--- src/rtl/xgmii_pkg.sv ---
`default_nettype none
// ============================================================================
// Package  : xgmii_pkg
// Purpose  : XGMII control characters, canned words, framer state type and helpers.
// Revision : 1.0
// ============================================================================
package xgmii_pkg;

    localparam logic [7:0] C_IDLE  = 8'h07;
    localparam logic [7:0] C_START = 8'hFB;
    localparam logic [7:0] C_TERM  = 8'hFD;
    localparam logic [7:0] C_ERROR = 8'hFE;
    localparam logic [7:0] C_PRE   = 8'h55;
    localparam logic [7:0] C_SFD   = 8'hD5;

    localparam logic [7:0]  C_CTRL_ALL      = 8'hFF;
    localparam logic [63:0] C_IDLE_WORD     = {8{C_IDLE}};
    localparam logic [63:0] C_PREAMBLE_WORD = {C_SFD, {6{C_PRE}}, C_START};
    localparam logic [63:0] C_TERM_WORD     = {{7{C_IDLE}}, C_TERM};
    localparam logic [63:0] C_ERROR_WORD    = {8{C_ERROR}};

    typedef enum logic [2:0] {
        ST_IDLE = 3'd0,
        ST_DATA = 3'd1,
        ST_ERR  = 3'd2,
        ST_TERM = 3'd3,
        ST_DROP = 3'd4,
        ST_GAP  = 3'd5
    } state_t;

    // Number of consecutive valid lanes starting at lane 0.
    function automatic logic [3:0] lead_ones(input logic [7:0] keep);
        logic [3:0] n;
        logic       run;
        n   = 4'd0;
        run = 1'b1;
        for (int k = 0; k < 8; k++) begin
            run = run & keep[k];
            n   = n + {3'b000, run};
        end
        return n;
    endfunction

    // Idle words still owed after the idle characters already sent in the /T/ word.
    function automatic logic [4:0] gap_words(input int ifg, input int term_idles);
        int rem;
        rem = ifg - term_idles;
        if (rem < 0) rem = 0;
        return 5'((rem + 7) / 8);
    endfunction

endpackage
`default_nettype wire

--- src/rtl/xgmii_tx_stats.sv ---
`default_nettype none
// ============================================================================
// Module   : xgmii_tx_stats
// Purpose  : Wrapping frame / underrun event counters for the XGMII TX framer.
// Revision : 1.0
// ============================================================================
module xgmii_tx_stats (
    input  logic        clk_i,
    input  logic        rst_n_i,
    input  logic        frame_done_i,
    input  logic        underrun_i,
    output logic [31:0] frame_cnt_o,
    output logic [31:0] underrun_cnt_o
);
    logic [31:0] frame_cnt_q, frame_cnt_d;
    logic [31:0] underrun_cnt_q, underrun_cnt_d;

    always_comb begin
        frame_cnt_d    = frame_cnt_q + {31'd0, frame_done_i};
        underrun_cnt_d = underrun_cnt_q + {31'd0, underrun_i};
    end

    always_ff @(posedge clk_i or negedge rst_n_i) begin
        if (!rst_n_i) begin
            frame_cnt_q    <= 32'd0;
            underrun_cnt_q <= 32'd0;
        end else begin
            frame_cnt_q    <= frame_cnt_d;
            underrun_cnt_q <= underrun_cnt_d;
        end
    end

    assign frame_cnt_o    = frame_cnt_q;
    assign underrun_cnt_o = underrun_cnt_q;

endmodule
`default_nettype wire

--- src/rtl/xgmii_tx_framer.sv ---
`default_nettype none
// ============================================================================
// Module   : xgmii_tx_framer
// Purpose  : Lane-0-aligned XGMII TX framer (preamble, data, /T/, minimum IFG).
//            Define XGMII_TX_STATS_EN to add tx_frame_cnt / tx_underrun_cnt.
// Revision : 1.0
// ============================================================================
module xgmii_tx_framer
    import xgmii_pkg::*;
#(
    parameter int IFG_BYTES = 12
) (
    input  logic        xgmii_tx_clk,
    input  logic        sys_rst_n,
    input  logic [63:0] s_tdata,
    input  logic [7:0]  s_tkeep,
    input  logic        s_tvalid,
    input  logic        s_tlast,
    output logic        s_tready,
    output logic [63:0] xgmii_txd,
    output logic [7:0]  xgmii_txc
`ifdef XGMII_TX_STATS_EN
    ,
    output logic [31:0] tx_frame_cnt,
    output logic [31:0] tx_underrun_cnt
`endif
);
    state_t      state_q, state_d;
    logic [4:0]  gap_q, gap_d;
    logic [63:0] txd_q, txd_d;
    logic [7:0]  txc_q, txc_d;
    logic        ready_q, ready_d;
    logic [3:0]  keep_run;

    assign keep_run = lead_ones(s_tkeep);

    always_comb begin
        state_d = state_q;
        gap_d   = gap_q;
        txd_d   = C_IDLE_WORD;
        txc_d   = C_CTRL_ALL;
        case (state_q)
            // An expired gap is indistinguishable from IDLE, so a start can follow at once.
            ST_IDLE, ST_GAP: begin
                if (state_q == ST_GAP && gap_q != 5'd0) begin
                    gap_d = gap_q - 5'd1;
                end else if (s_tvalid) begin
                    txd_d   = C_PREAMBLE_WORD;
                    txc_d   = 8'h01;
                    state_d = ST_DATA;
                end else begin
                    state_d = ST_IDLE;
                end
            end
            ST_DATA: begin
                if (!s_tvalid) begin
                    txd_d   = C_ERROR_WORD;
                    state_d = ST_ERR;
                end else if (!s_tlast || keep_run == 4'd8) begin
                    txd_d   = s_tdata;
                    txc_d   = 8'h00;
                    state_d = s_tlast ? ST_TERM : ST_DATA;
                end else begin
                    for (int k = 0; k < 8; k++) begin
                        if (4'(k) < keep_run) begin
                            txd_d[8*k +: 8] = s_tdata[8*k +: 8];
                            txc_d[k]        = 1'b0;
                        end else if (4'(k) == keep_run) begin
                            txd_d[8*k +: 8] = C_TERM;
                        end
                    end
                    gap_d   = gap_words(IFG_BYTES, 7 - int'(keep_run));
                    state_d = ST_GAP;
                end
            end
            ST_ERR: begin
                txd_d   = C_TERM_WORD;
                state_d = ST_DROP;
            end
            ST_TERM: begin
                txd_d   = C_TERM_WORD;
                gap_d   = gap_words(IFG_BYTES, 7);
                state_d = ST_GAP;
            end
            ST_DROP: begin
                if (s_tvalid && s_tlast) begin
                    gap_d   = gap_words(IFG_BYTES, 0);
                    state_d = ST_GAP;
                end
            end
            default: state_d = ST_IDLE;
        endcase
        ready_d = (state_d == ST_DATA) || (state_d == ST_DROP);
    end

    always_ff @(posedge xgmii_tx_clk or negedge sys_rst_n) begin
        if (!sys_rst_n) begin
            state_q <= ST_IDLE;
            gap_q   <= 5'd0;
            txd_q   <= C_IDLE_WORD;
            txc_q   <= C_CTRL_ALL;
            ready_q <= 1'b0;
        end else begin
            state_q <= state_d;
            gap_q   <= gap_d;
            txd_q   <= txd_d;
            txc_q   <= txc_d;
            ready_q <= ready_d;
        end
    end

    assign s_tready  = ready_q;
    assign xgmii_txd = txd_q;
    assign xgmii_txc = txc_q;

`ifdef XGMII_TX_STATS_EN
    logic frame_done;
    logic underrun;

    assign frame_done = (state_d == ST_GAP) && (state_q == ST_DATA || state_q == ST_TERM);
    assign underrun   = (state_q == ST_DATA) && (state_d == ST_ERR);

    xgmii_tx_stats u_stats (
        .clk_i          (xgmii_tx_clk),
        .rst_n_i        (sys_rst_n),
        .frame_done_i   (frame_done),
        .underrun_i     (underrun),
        .frame_cnt_o    (tx_frame_cnt),
        .underrun_cnt_o (tx_underrun_cnt)
    );
`endif

endmodule
`default_nettype wire

--- config.mk ---
export PLATFORM = sky130hd
export DESIGN_NAME = xgmii_tx_framer
export DESIGN_NICKNAME = d
export VERILOG_FILES = /design/src/rtl/xgmii_pkg.sv /design/src/rtl/xgmii_tx_stats.sv /design/src/rtl/xgmii_tx_framer.sv
export SDC_FILE = /design/constraint.sdc
export NUM_CORES = 1
export LEC_CHECK = 0
export CAP_MARGIN = 20
export CORE_MARGIN = 5
export CORE_UTILIZATION = 48
export DETAILED_ROUTE_END_ITERATION = 12
export PLACE_DENSITY = 0.93
export SLEW_MARGIN = 20
export SYNTH_ARGS = -nofsm -noshare
export SYNTH_HDL_FRONTEND = slang
export SYNTH_SLANG_ARGS = --single-unit
--- constraint.sdc ---
create_clock -name xgmii_tx_clk -period 7 [get_ports xgmii_tx_clk]
set_clock_uncertainty 0.15 [all_clocks]
set_input_delay 1.75 -clock xgmii_tx_clk [delete_from_list [all_inputs] [get_ports xgmii_tx_clk]]
set_output_delay 1.75 -clock xgmii_tx_clk [all_outputs]
set_load 0.005 [all_outputs]
==> results of run 1 <==
## cell usage in the layout, fill, tap and decap left out, drive strengths merged, types with 11 or more instances in the layout
| master | n |
|---|---|
| ha | 13 |
| a21oi | 55 |
| dfrtp | 49 |
| inv | 16 |
| nor2 | 26 |
| nand2 | 36 |
| clkdlybuf4s50 | 147 |
| dfstp | 32 |
| o21ai | 48 |
| clkbuf | 11 |
## layout make-up
type,instances,area [um^2],share of cell area [%]
flip-flops and latches,81,2070,36.4
multi-input cells,273,1680,29.7
repair buffers,156,1540,27.2
clock buffers,11,131,2.32
well taps,102,128,2.25
inverters,17,63.8,1.12
clock inverters,5,57.6,1.01
## registers in the layout (all words and copies together) (netlist names)
name and flops:
xgmii_txd 64, xgmii_txc 8, gap_q 5, state_q 3, s_tready 1
## kinds of logic (layout without fill, tap and decap cells)
| logic type | Yosys count | in the layout | synth area share [%] |
|---|---|---|---|
| XOR/XNOR | 2 | 2 | 0.449 |
| adder cells (fa/ha/maj) | 16 | 16 | 5.70 |
| buffers and inverters | 38 | 189 | 3.94 |
| AND/OR/NAND/NOR | 111 | 111 | 14.4 |
| flip-flops | 81 | 81 | 52.9 |
| AO/OA/AOI/OAI | 141 | 141 | 21.7 |
| multiplexers | 3 | 3 | 0.833 |
## synthesized netlist by cell type, types with 2 or more instances
cell type / number / area (um^2)
a211o_1: 2 / 17.5
a21boi_0: 2 / 15.0
a21o_1: 5 / 37.5
a21oi_1: 54 / 270
a311o_1: 3 / 30.0
a31oi_1: 4 / 25.0
and2_1: 5 / 31.3
and3_1: 6 / 37.5
buf_2: 3 / 15.0
buf_4: 2 / 15.0
clkbuf_1: 15 / 56.3
dfrtp_1: 49 / 1230
dfstp_2: 32 / 841
fa_1: 3 / 60.1
ha_1: 13 / 163
inv_1: 14 / 52.6
inv_2: 2 / 7.51
nand2_1: 35 / 131
nand2b_1: 9 / 56.3
nand3_1: 4 / 20.0
nor2_1: 25 / 93.8
nor2b_1: 5 / 31.3
o21a_1: 3 / 22.5
o21ai_0: 46 / 230
o21ai_1: 2 / 10.0
o221ai_1: 2 / 17.5
o31ai_1: 4 / 30.0
or2_2: 5 / 31.3
or3_1: 8 / 50.1
## metrics by stage
step	worst slack (ps)	utilization (%)	instance area [um^2]	hold slack [ps]	cells
2_1_floorplan	977	-	3910	308	392
3_3_place_gp	246	70.2	5480	335	629
3_5_place_dp	85.2	70.2	5480	388	629
4_1_cts	444	72.6	5670	406	645
5_1_grt	49.7	72.7	5670	417	645
6_report	404	72.7	5670	393	645
## final timing paths
| kind | from | endpoint | cells past startpoint | slack, ps |
|---|---|---|---|---|
| hold / removal | gap_q[4] | gap_q[4] | 1 | 390 |
| max in group asynchronous | sys_rst_n | gap_q[3] | 1 | 4930 |
| setup / recovery | s_tkeep[1] | xgmii_txd[44] | 19 | 400 |
| setup reg to reg | state_q[2] | xgmii_txd[42] | 5 | 4470 |
| min in group asynchronous | sys_rst_n | xgmii_txd[3] | 1 | 1260 |
| hold reg to reg | gap_q[4] | gap_q[4] | 1 | 390 |
## power by group
group | leakage [nW] | switching [mW] | internal [mW] | total, mW
sequential | 0.981 | 0.0851 | 0.655 | 0.740
combinational | 1.35 | 0.363 | 0.415 | 0.778
clock | 0.0856 | 0.168 | 0.164 | 0.332
## metal layers
layer	vias up	track usage [%]	part of all wire, %
met4	0	8.81	2.4
li1	1663	-	-
met3	31	7.51	9.1
met1	1727	26.7	37
met2	187	43.1	52
met5	-	0	0
==> results.md, run 1 <==
- WP buf/inv: 4
- RSZ-0062 raised after global routing: false
- Leak: 2.42 nW
- Total grt overflow: 0
- Worst setup path category: in2reg
- Synthesized instance count: 392
- Crit share post-route: 94.2%
- Via count: 3608
- Routed wire per std cell: 18.7 um
- Max incr delay on CP: 520 ps
- Top_reg_cell synth: dfrtp_1
- Ys async rst share: 100%
- Fill cells: 554
- Status: complete, no violations
- Post-route minimum period: 6600 ps
- Antenna viol nets, final: 0
- Antenna Cells: 0
- Worst Path Arrival: 6710 ps
- Root Buffer: clkbuf_8
- Crit Path Max Fanout: 12
- Final hold violation count: 0
- Post-CTS Hold Fix Bufs: 0
- Final slew viol count: 0
- Worst-path cell chain: clkdlybuf4s50_1 > and3_1 > and2_1 > and3_1 > and2_1 > fa_1 > fa_1 > ha_1 > inv_1 > fa_1 > xor2_1 > buf_4 > ha_1 > o211ai_1 > a2111oi_1 > buf_4 > nand2b_1 > a21oi_1 > o21ai_0
- Total track usage: 24.1%
- Most frequent CP cell: fa_1
- Die X: 100 um
- Post-synth EDFFs: 0
- Port bufs: 148
- Req. time, crit path: 7120 ps
- First-pass GRT wire length: 18.8 mm
- Layout cells sized above 1: 13.4%
- Ports: 149
- Critical path's top delay family: adder cells
- WL final: 12.1 mm
- Number of detailed-routing iterations run before antenna repair: 5
- Min-Delay Path Class: reg2reg
- Gpl congestion: 0.944
- Worst vdd ir: 0.171 mV
- Measured slew at the worst slew-check pin: 819 ps
- Reg clk slew, reported paths: 80 ps
- Vias in the first global route: 3773
- Max cap viols: 0
- Starting Density: 50.0%
- CTS tree: built
- Synth cell types: 59
- Post-DP HPWL: 8.93 mm
- Initial antenna violation count: 0
- DR iter-0 viols: 207
- # Post-CTS Setup Buffers: 0
- Row cnt: 32
- Clock sinks: 81
- Register area share after synthesis: 52.9%
- Final-report setup violation count: 0
- Post-DR vias/cell: 5.59
- Largest net degree at the start of global routing: 82
- Synth Area per Inst: 9.96 um^2
- Critical Path End Type: register
- Final Power: 1.85 mW
- Pwr/cell area: 326 mW/mm^2
- Max Clk Rate: 152 MHz
- Mapped Nets: 484
- CTS buffer count: 9
- Synth Warn #: 0
- Slowest cell on crit path: fa_1
- Nets: 630
- FF+latch count, synth: 81
- Worst relative slew slack: 45.0%
- CTS H-tree lvls: 3
- Post-route DRC: 0
- Area grow syn2layout: 45.3%
- CP startpoint kind: primary input
- CTS Buffer Depth: 2
- Worst skew pair latency: 350 ps
- Die Height: 100 um
- Setup_tns: 0 ps
- Netlist Area Pre-Place: 0.00390 mm^2
- Cells resized by post-CTS repair: 0
- CORE AREA: 0.00781 mm^2
- DIE AREA: 0.0100 mm^2
No activity file was read; power rests on OpenSTA's default activity.
==> inputs of run 2 (changes only) <==
--- a/config.mk
+++ b/config.mk
@@ -7,9 +7,9 @@
 export LEC_CHECK = 0
 export CAP_MARGIN = 20
 export CORE_MARGIN = 5
-export CORE_UTILIZATION = 48
+export CORE_UTILIZATION = 40
 export DETAILED_ROUTE_END_ITERATION = 12
-export PLACE_DENSITY = 0.93
+export PLACE_DENSITY = 0.84
 export SLEW_MARGIN = 20
 export SYNTH_ARGS = -nofsm -noshare
 export SYNTH_HDL_FRONTEND = slang
==> constraint.sdc (replaced) <==
create_clock -name xgmii_tx_clk -period 6 [get_ports xgmii_tx_clk]
set_clock_uncertainty 0.15 [all_clocks]
set_input_delay 1.5 -clock xgmii_tx_clk [delete_from_list [all_inputs] [get_ports xgmii_tx_clk]]
set_output_delay 1.5 -clock xgmii_tx_clk [all_outputs]
set_load 0.005 [all_outputs]
==> results.md, run 2 (synthesized netlist as in run 1, its figures left out) <==
- Status: complete, no violations
- Largest net degree at the start of global routing: 82
- Measured slew at the worst slew-check pin: 793 ps
- Worst Path Arrival: 5830 ps
- Commonest non-fill, non-tap cells in the layout: clkdlybuf4s50_1, a21oi_1, dfrtp_1, o21ai_0, buf_4
- Final slew viol count: 0
- Worst setup path category: in2reg
- First-pass GRT wire length: 18.8 mm
- Critical Path End Type: register
- Post-CTS Hold Fix Bufs: 0
- Die X: 109 um
- Final design utilization: 61.9%
- Startpoint of the worst hold path: gap_q[4]
- Final hold violation count: 0
- CP startpoint kind: primary input
- Post-DR vias/cell: 5.18
- Initial antenna violation count: 0
- Antenna viol nets, final: 0
- Crit share post-route: 96.7%
- Worst skew pair latency: 360 ps
- Root Buffer: clkbuf_8
- Max cap viols: 0
- Final Power: 2.15 mW
- Port bufs: 148
- CTS H-tree lvls: 3
- Setup_tns: 0 ps
- Worst r2r src: gap_q[0]
- Reg clk slew, reported paths: 80 ps
- Worst vdd ir: 0.190 mV
- Routed wire per std cell: 17.0 um
- Gpl congestion: 0.918
- Max Clk Rate: 172 MHz
- CTS Buffer Depth: 2
- Final-report setup violation count: 0
- CTS tree: built
- Post-DP HPWL: 9.18 mm
- Total grt overflow: 0
- Post-route minimum period: 5800 ps
- Leak: 2.58 nW
- Req. time, crit path: 6030 ps
- CTS buffer count: 9
- DR iter-0 viols: 184
- WHS: 353 ps
- Pwr/cell area: 361 mW/mm^2
- WL final: 12.1 mm
- Layout cells sized above 1: 18.9%
- Post-route DRC: 0
- Nets: 663
- Vias in the first global route: 3746
- Crit Path Max Fanout: 5
- Row cnt: 36
- Antenna Cells: 0
- Total track usage: 20.7%
- Starting Density: 40.5%
- Number of detailed-routing iterations run before antenna repair: 4
- Min-Delay Path Class: reg2reg
- Via count: 3676
- Die Height: 109 um
- Area grow syn2layout: 52.7%
- Worst relative slew slack: 46.8%
- Clock sinks: 81
- Max reg flops: 64
- Most common cell after layout, fill and taps aside: clkdlybuf4s50_1
- DIE AREA: 0.0118 mm^2
- Ports: 149
- CORE AREA: 0.00964 mm^2
- Crit path from: s_tkeep[0]
-- run 2: area by class of cell --
class	count	area [um^2]
Multi-Input combinational cell	273	1700
Inverter	17	63.8
Sequential cell	81	2070
Fill cell	801	3680
Clock buffer	13	149
Timing Repair Buffer	189	1800
Tap cell	133	166
Clock inverter	3	17.5
-- run 2: stage by stage --
step	setup WS (ps)	area, um^2	instances
3_5_place_dp	-326	5760	692
4_1_cts	53.3	5930	708
3_3_place_gp	-147	5760	692
5_1_grt	-41.2	5960	709
2_1_floorplan	227	3910	392
6_report	200	5960	709
-- run 2: what timing repair did --
item                                   in CTS  in global routing
setup endpoints to repair                   0                 15
endpoints found under the hold margin       0                  0
buffers inserted                            0                  0
gates resized for setup                     0                  4
-- run 2: final timing paths --
path                       cells past startpoint  slack (ps)            end
max                                           19         200  xgmii_txd[54]
min                                            1         350       gap_q[4]
max reg2reg                                    7        3440  xgmii_txd[41]
min reg2reg                                    1         350       gap_q[4]
max in group asynchronous                      2        4080   xgmii_txc[2]
min in group asynchronous                      1         960  xgmii_txd[13]
-- run 2: per-layer routing --
metal / track usage [%] / wire, um / up-vias
met5: 0 / 0 / -
met1: 23.8 / 4720 / 1767
li1: - / - / 1725
met4: 8.93 / 397 / 0
met2: 36.0 / 6020 / 156
met3: 5.80 / 938 / 28
-- run 2: power by group --
part / switching, mW / internal [mW]
Combinational: 0.424 / 0.514
Clock: 0.191 / 0.161
Sequential: 0.0974 / 0.764
-- run 2: worst max-delay path: stages --
cell and delay (ps):
clkdlybuf4s50_1 420, and3_1 180, and2_1 160, ha_1 320
fa_1 510, fa_1 520, ha_1 170, inv_1 60
fa_1 410, xor2_2 230, buf_4 160, inv_2 50
ha_1 210, nor2b_1 140, o21ai_1 260, o21ai_0 140
buf_4 170, a21oi_1 110, o21ai_0 100
==> inputs of run 3 (changes only) <==
--- a/config.mk
+++ b/config.mk
@@ -10,6 +10,7 @@
 export CORE_UTILIZATION = 40
 export DETAILED_ROUTE_END_ITERATION = 12
 export PLACE_DENSITY = 0.84
+export REMOVE_ABC_BUFFERS = 1
 export SLEW_MARGIN = 20
 export SYNTH_ARGS = -nofsm -noshare
 export SYNTH_HDL_FRONTEND = slang
==> results.md, run 3 (synthesized netlist as in run 1, its figures left out) <==
- Crit Path Max Fanout: 6
- Routed wire per std cell: 16.5 um
- Post-route DRC: 0
- Starting Density: 40.5%
- Final-report setup violation count: 0
- Final Cell Area: 0.00598 mm^2
- Area grow syn2layout: 53.0%
- Req. time, crit path: 6120 ps
- Min-Delay Path Class: reg2reg
- Final slew viol count: 0
- Root Buffer: clkbuf_8
- Fill cells: 799
- RSZ-0062 raised after global routing: false
- Worst-path cell chain: clkdlybuf4s50_1 > and3_1 > and2_1 > and3_1 > and2_1 > fa_1 > fa_1 > ha_1 > inv_1 > fa_1 > xor2_1 > buf_4 > ha_1 > o211ai_1 > a2111oi_1 > buf_4 > nand2b_1 > a21oi_1 > o21ai_0
- CTS buffer count: 9
- CP startpoint kind: primary input
- Number of detailed-routing iterations run before antenna repair: 5
- Grt peak-use layer: met2
- Final Power: 2.24 mW
- Total track usage: 20.4%
- Max reg flops: 64
- Worst relative slew slack: 50.3%
- DR iter-0 viols: 202
- Layout cells sized above 1: 18.5%
- Die Height: 109 um
- Antenna viol nets, final: 0
- Antenna Cells: 0
- Via count: 3679
- Met3 Track Usage GR: 4.74%
- Measured slew at the worst slew-check pin: 745 ps
- Met1 Resource Use GR: 25.2%
- Largest net degree at the start of global routing: 82
- Worst Path Arrival: 5860 ps
- Post-DP HPWL: 9.01 mm
- M2 GR Usage: 35.8%
- Critical Path End Type: register
- Status: complete, no violations
- Most common cell after layout, fill and taps aside: clkdlybuf4s50_1
- Ports: 149
- Nets: 659
- Pwr/cell area: 375 mW/mm^2
- First-pass GRT wire length: 18.9 mm
- Final hold violation count: 0
- CTS tree: built
- WHS: 354 ps
- Worst setup path category: in2reg
- Leak: 2.59 nW
- Reg clk slew, reported paths: 90 ps
- # Post-CTS Setup Buffers: 0
- Post-route minimum period: 5740 ps
- Crit share post-route: 95.7%
- Total grt overflow: 0
- Row cnt: 36
- Vias in the first global route: 3791
- Most frequent CP cell: fa_1
- Slowest cell on crit path: fa_1
- Port bufs: 148
- Worst skew pair latency: 340 ps
- Worst vdd ir: 0.178 mV
- Commonest non-fill, non-tap cells in the layout: clkdlybuf4s50_1, a21oi_1, dfrtp_1, o21ai_0, buf_4
- WL final: 11.7 mm
- Die X: 109 um
- CTS Buffer Depth: 2
- CORE AREA: 0.00964 mm^2
- Gpl congestion: 0.929
- CTS H-tree lvls: 3
- Initial antenna violation count: 0
- Max Clk Rate: 174 MHz
- Max cap viols: 0
- DIE AREA: 0.0118 mm^2
- Placed cell area: 0.00574 mm^2
- Critical path's top delay family: adder cells
- Post-DR vias/cell: 5.22
- WP buf/inv: 4
- Max incr delay on CP: 520 ps
- Clock sinks: 81
## run 3: layout make-up
type,count,area (um^2),area share (%)
sequential,81,2070,34.6
timing repair buffer,185,1760,29.5
multi-input combinational,273,1690,28.3
tap,133,166,2.78
clock buffer,10,138,2.30
clock inverter,6,90.1,1.51
inverter,17,63.8,1.07
## run 3: metal layers
| layer | vias to the layer above | part of all wire, % |
|---|---|---|
| li1 | 1723 | - |
| met1 | 1786 | 40 |
| met2 | 151 | 52 |
| met3 | 19 | 6.6 |
| met4 | 0 | 1.7 |
| met5 | - | 0 |
## run 3: path summary, 6_finish.rpt
kind                            slack, ps        from       endpoint  depth (start not counted)
worst max-delay path                  260  s_tkeep[0]  xgmii_txd[46]                         19
worst min-delay path                  350    gap_q[4]       gap_q[4]                          1
worst max register to register       3410  state_q[2]  xgmii_txd[42]                          5
worst min register to register        350    gap_q[4]       gap_q[4]                          1
max in group asynchronous            4180   sys_rst_n  xgmii_txd[27]                          1
min in group asynchronous            1020   sys_rst_n  xgmii_txd[45]                          1
## run 3: what timing repair did
action                                  4_1_cts  5_1_grt
endpoints found under the setup margin        0        2
hold buffers                                  0        0
resized for setup                             0        2
## run 3: stage by stage
step / setup WS, ps / utilization (%) / instances / TNS (ps)
after floorplan: 172 / - / 371 / 0
after global routing: 14.1 / 62.0 / 705 / 0
final: 261 / 62.0 / 705 / 0
after detailed placement: -126 / 59.5 / 689 / -1650
after CTS: 266 / 61.9 / 705 / 0
after global placement: -15.0 / 59.5 / 689 / -27.4
## run 3: worst register-to-register path, stage by stage, from the launching register on
cell and delay, ps:
dfrtp_1 650, nand2b_1 330, nor2_1 510, buf_4 310, nand2_1 170, or3_1 410
## run 3: where the power goes
part,leakage (nW),switching (mW),internal [mW]
sequential,0.981,0.105,0.764
clock,0.113,0.196,0.247
combinational,1.50,0.420,0.509
total,2.59,0.722,1.52
